<file path="config.mk">
export PLATFORM = sky130hd
export DESIGN_NAME = mole_round_ctrl
export DESIGN_NICKNAME = d
export VERILOG_FILES = /design/src/rtl/mole_round_ctrl.sv
export SDC_FILE = /design/constraint.sdc
export NUM_CORES = 1
export LEC_CHECK = 0
export CAP_MARGIN = 5
export CORE_UTILIZATION = 48
export CTS_CLUSTER_DIAMETER = 60
export DETAILED_ROUTE_END_ITERATION = 8
export PLACE_DENSITY = 0.75
export SETUP_SLACK_MARGIN = 0.5
export SYNTH_ARGS = -nofsm -noshare
export SYNTH_HDL_FRONTEND = slang
export SYNTH_SLANG_ARGS = --single-unit
export TNS_END_PERCENT = 30
</file>
<file path="constraint.sdc">
create_clock -name clk -period 6.3 [get_ports clk]
set_clock_uncertainty 0.05 [all_clocks]
set_input_delay 1.89 -clock clk [delete_from_list [all_inputs] [get_ports clk]]
set_output_delay 1.89 -clock clk [all_outputs]
set_load 0.01 [all_outputs]
</file>
<file path="src/rtl/mole_round_ctrl.sv">
// Whack-a-mole round controller: sequences idle/gap/up/hit/over phases,
// picks a pseudo-random hole per round and keeps score and miss counts.
module mole_round_ctrl #(
  parameter int          N_HOLES    = 4,
  parameter int          GAP_CYCLES = 25000000,
  parameter int          UP_CYCLES  = 50000000,
  parameter int          HIT_CYCLES = 12500000,
  parameter int          MAX_MISSES = 3,
  parameter int          SCORE_W    = 8,
  parameter logic [7:0]  LFSR_SEED  = 8'hA5
) (
  input  logic               clk,
  input  logic               reset,
  input  logic               start,
  input  logic [N_HOLES-1:0] btn,
  output logic [N_HOLES-1:0] mole,
  output logic [SCORE_W-1:0] score,
  output logic [3:0]         misses,
  output logic               hit_pulse,
  output logic               miss_pulse,
  output logic               busy,
  output logic               game_over
);

  localparam int PW     = $clog2(N_HOLES);
  localparam int MAXC_A = (GAP_CYCLES > UP_CYCLES) ? GAP_CYCLES : UP_CYCLES;
  localparam int MAXC   = (MAXC_A > HIT_CYCLES) ? MAXC_A : HIT_CYCLES;
  localparam int CNT_W  = (MAXC > 1) ? $clog2(MAXC) : 1;

  localparam logic [CNT_W-1:0] GAP_LAST = CNT_W'(GAP_CYCLES - 1);
  localparam logic [CNT_W-1:0] UP_LAST  = CNT_W'(UP_CYCLES - 1);
  localparam logic [CNT_W-1:0] HIT_LAST = CNT_W'(HIT_CYCLES - 1);
  localparam logic [N_HOLES-1:0] ONE    = N_HOLES'(1);

  typedef enum logic [2:0] {S_IDLE, S_GAP, S_UP, S_HIT, S_OVER} state_t;

  state_t             state_q, state_d;
  logic [CNT_W-1:0]   cnt_q, cnt_d;
  logic [7:0]         lfsr_q, lfsr_d;
  logic [N_HOLES-1:0] btn_prev_q, btn_prev_d;
  logic [PW-1:0]      prev_pos_q, prev_pos_d;
  logic [N_HOLES-1:0] mole_q, mole_d;
  logic [SCORE_W-1:0] score_q, score_d;
  logic [3:0]         misses_q, misses_d;
  logic               hit_q, hit_d, miss_q, miss_d;
  logic               busy_q, busy_d, over_q, over_d;

  logic [N_HOLES-1:0] press;
  logic [PW-1:0]      pos_raw, pos_sel;
  logic [3:0]         misses_inc;
  logic               do_miss;

  assign press      = btn & ~btn_prev_q;
  assign pos_raw    = lfsr_q[PW-1:0];
  // Never light the same hole twice in a row; PW-bit add wraps mod N_HOLES.
  assign pos_sel    = (pos_raw == prev_pos_q) ? pos_raw + 1'b1 : pos_raw;
  assign misses_inc = misses_q + 4'd1;

  always_comb begin
    state_d    = state_q;
    cnt_d      = cnt_q;
    lfsr_d     = {lfsr_q[6:0], lfsr_q[7] ^ lfsr_q[5] ^ lfsr_q[4] ^ lfsr_q[3]};
    btn_prev_d = btn;
    prev_pos_d = prev_pos_q;
    mole_d     = mole_q;
    score_d    = score_q;
    misses_d   = misses_q;
    hit_d      = 1'b0;
    miss_d     = 1'b0;
    do_miss    = 1'b0;

    case (state_q)
      S_IDLE, S_OVER: begin
        if (start) begin
          state_d  = S_GAP;
          cnt_d    = '0;
          score_d  = '0;
          misses_d = '0;
        end
      end
      S_GAP: begin
        mole_d = '0;
        if (cnt_q == GAP_LAST) begin
          state_d    = S_UP;
          cnt_d      = '0;
          mole_d     = ONE << pos_sel;
          prev_pos_d = pos_sel;
        end else begin
          cnt_d = cnt_q + 1'b1;
        end
      end
      S_UP: begin
        // A wrong press outranks a correct one; any press outranks timeout.
        if (|(press & ~mole_q)) begin
          do_miss = 1'b1;
        end else if (|press) begin
          hit_d   = 1'b1;
          score_d = (&score_q) ? score_q : score_q + 1'b1;
          mole_d  = '0;
          cnt_d   = '0;
          state_d = S_HIT;
        end else if (cnt_q == UP_LAST) begin
          do_miss = 1'b1;
        end else begin
          cnt_d = cnt_q + 1'b1;
        end
        if (do_miss) begin
          miss_d   = 1'b1;
          misses_d = misses_inc;
          mole_d   = '0;
          cnt_d    = '0;
          state_d  = (misses_inc == 4'(MAX_MISSES)) ? S_OVER : S_GAP;
        end
      end
      S_HIT: begin
        if (cnt_q == HIT_LAST) begin
          state_d = S_GAP;
          cnt_d   = '0;
        end else begin
          cnt_d = cnt_q + 1'b1;
        end
      end
      default: state_d = S_IDLE;
    endcase

    busy_d = (state_d == S_GAP) || (state_d == S_UP) || (state_d == S_HIT);
    over_d = (state_d == S_OVER);
  end

  always_ff @(posedge clk) begin
    if (!reset) begin
      state_q    <= S_IDLE;
      cnt_q      <= '0;
      lfsr_q     <= LFSR_SEED;
      btn_prev_q <= '1;
      prev_pos_q <= '0;
      mole_q     <= '0;
      score_q    <= '0;
      misses_q   <= '0;
      hit_q      <= 1'b0;
      miss_q     <= 1'b0;
      busy_q     <= 1'b0;
      over_q     <= 1'b0;
    end else begin
      state_q    <= state_d;
      cnt_q      <= cnt_d;
      lfsr_q     <= lfsr_d;
      btn_prev_q <= btn_prev_d;
      prev_pos_q <= prev_pos_d;
      mole_q     <= mole_d;
      score_q    <= score_d;
      misses_q   <= misses_d;
      hit_q      <= hit_d;
      miss_q     <= miss_d;
      busy_q     <= busy_d;
      over_q     <= over_d;
    end
  end

  assign mole       = mole_q;
  assign score      = score_q;
  assign misses     = misses_q;
  assign hit_pulse  = hit_q;
  assign miss_pulse = miss_q;
  assign busy       = busy_q;
  assign game_over  = over_q;

endmodule

</file>
==> run metrics <==
DR vias 3,077; # fillers 614; Hold Fails Final Rpt 0; DRC errors left 0; CTS Hold Bufs 0; post-synthesis async set-or-reset flop share 0%; Core Region 6790 µm²; Critical Path AT 4.07 ns; H-tree levels 3; status complete, no violations; Ys Warns 0; grt ovf 0; Clock Tree Root clkbuf_8; full die area 7340 µm²; diodes inserted 0; DR WL/cell 14.9 µm; initial antenna violation count 0; net count after synthesis 405; sequential share of the synthesized area 37.5%; global-route wire length before repair 13,100 µm; Leak 0.00130 µW; CTS clk-pin slew, worst paths 0.07 ns; dominant cells by area after synthesis dfxtp_1, a31oi_1, nand2_1; clock tree sinks 63; slew at the pin closest to its max-slew limit 1.11 ns; Die X 85.7 µm; max-cap viol count 0; gr usage total 22.5%; most instantiated cells after synthesis dfxtp_1, nand2_1, a31oi_1; fin. max-slew vios 0; ratio of cells with drive above 1 in the final layout 8.61%; CTS tree yes; routability cong. 0.866; CP max FO 5; Initial Utilization 49.5%; Pwr Density 225 nW/µm²; vias in the first global route 2,690; crit share post-route 61.6%; mapped cell area 3360 µm²; Worst slew margin 25.0%; worst vdd ir 0.000138 V; clock latency on the worst-skew pair 0.34 ns; class of the worst hold path flip-flop to flip-flop; antenna viol nets, final 0; syn avg cell area 8.53 µm²; Pre-Repair DR Iteration Count 5; routed wire length 7680 µm; Setup crit start kind primary input; Setup-failing EPs final 0; total power 872 µW; prevailing post-synth register cell dfxtp_1; Ports 27; Post-synth EDFFs 0; Placed Cells incl. Taps 498; Post-Route Setup TNS 0 ns; PortBufs 26; Tmin final 3.88 ns; share of the synthesized area in the top cell type 37.5%; most common cell in the netlist dfxtp_1; setup bufs post-CTS 0; Die Y 85.7 µm; post-DP HPWL 5300 µm; TritonCTS buffer count 9; synthesized instance count 394; register bit count reported by yosys 63; unrepaired setup endpoints after global routing false; Worst Path Required 6.49 ns; Max Freq 258 MHz; cts repair resizes 0; non-filler instance count after layout 514; Hold Slack 0.367 ns; area delta synth->final 15.2%; Detailed Route Iter0 Violations 196; vias per inst 5.99; nets 424; largest net degree at the start of global routing 63; Cell Rows 30; Cell variety after synth 58; kind of critical path primary input to flip-flop; CP Capture Type flip-flop; maximum clock path buffer count 2; Yosys top cell by area dfxtp_1
[layout make-up]
type	count	area, µm²	share of cell area (%)
multi-input combinational	304	1970	50.9
sequential	63	1260	32.6
timing repair buffer	28	270	6.98
clock buffer	9	124	3.20
tap	96	120	3.10
clock inverter	7	97.6	2.52
inverter	7	26.3	0.679
[placed cells by master, fill, tap and decap left out, drive strengths merged, types with 3 or more instances in the layout]
cell / netlist / layout
or2: 3 / 3
clkinv: 0 / 3
nand3: 23 / 23
xor2: 9 / 9
nand2b: 14 / 14
or3: 3 / 3
nand3b: 11 / 11
xnor2: 3 / 3
inv: 7 / 7
and2: 15 / 15
nand2: 37 / 37
nor4: 6 / 6
nor2: 26 / 26
clkbuf: 13 / 9
o31ai: 3 / 3
a31oi: 31 / 31
nor3b: 9 / 9
and3: 12 / 12
clkdlybuf4s50: 0 / 25
and4: 6 / 6
a41oi: 4 / 4
o211ai: 6 / 6
buf: 7 / 3
mux2i: 8 / 8
o21ai: 12 / 12
a21oi: 11 / 11
nand4: 17 / 17
ha: 4 / 4
dfxtp: 63 / 63
nor3: 5 / 5
[registers in the layout, summed over array words and instances (netlist names)]
name / flops
score: 8
cnt_q: 26
btn_prev_q: 4
busy: 1
miss_pulse: 1
state_q: 3
misses: 4
prev_pos_q: 2
game_over: 1
hit_pulse: 1
mole: 4
lfsr_q: 8
[worst paths after layout]
kind                     startpoint                      to  slack [ns]  cells past startpoint
min            lfsr_q[6]$_SDFF_PN0_    lfsr_q[7]$_SDFF_PN1_        0.37                      1
max reg2reg  cnt_q[23]$_SDFFE_PN0P_   cnt_q[5]$_SDFFE_PN0P_        3.43                      7
max                          btn[1]  misses[2]$_SDFFE_PN0P_        2.42                      7
min reg2reg    lfsr_q[6]$_SDFF_PN0_    lfsr_q[7]$_SDFF_PN1_        0.37                      1
[critical path: stages]
cell and delay [ns]:
clkdlybuf4s50_1 0.43, nor3b_1 0.15, nor4_1 0.80, o41ai_2 0.25, nand2_1 0.21, nor2_1 0.07, a31o_2 0.27
[where the power goes]
group          internal, µW  leakage (µW)  switching (µW)  total (µW)
clock                   223      0.000105             165         388
sequential              407      0.000512            7.69         414
combinational          26.0      0.000683            43.2        69.2
total                   656       0.00130             216         872
[metrics by stage]
stage               utilization, %  cell area, µm²  setup slack [ns]
floorplan                        -            3360              2.91
global placement              53.7            3650              2.16
detailed placement            53.7            3650              2.09
CTS                           57.0            3870              2.44
global route                  57.0            3870              2.17
finish                        57.0            3870              2.42
[routing by layer]
layer	global-route usage, %	up-vias	part of all wire (%)
met5	0	-	0
met3	5.97	8	4.3
met1	29.4	1471	48
met2	35.9	79	46
met4	7.73	0	1.2
li1	-	1519	-
[cells by family after synthesis]
logic type / share of synthesized area, %
AO/OA/AOI/OAI: 17.7
XOR/XNOR: 3.13
adder cells (fa/ha/maj): 1.49
buffers and inverters: 3.83
flip-flops: 37.5
multiplexers: 2.72
AND/OR/NAND/NOR: 33.6
No activity file was read; power rests on OpenSTA's default activity.
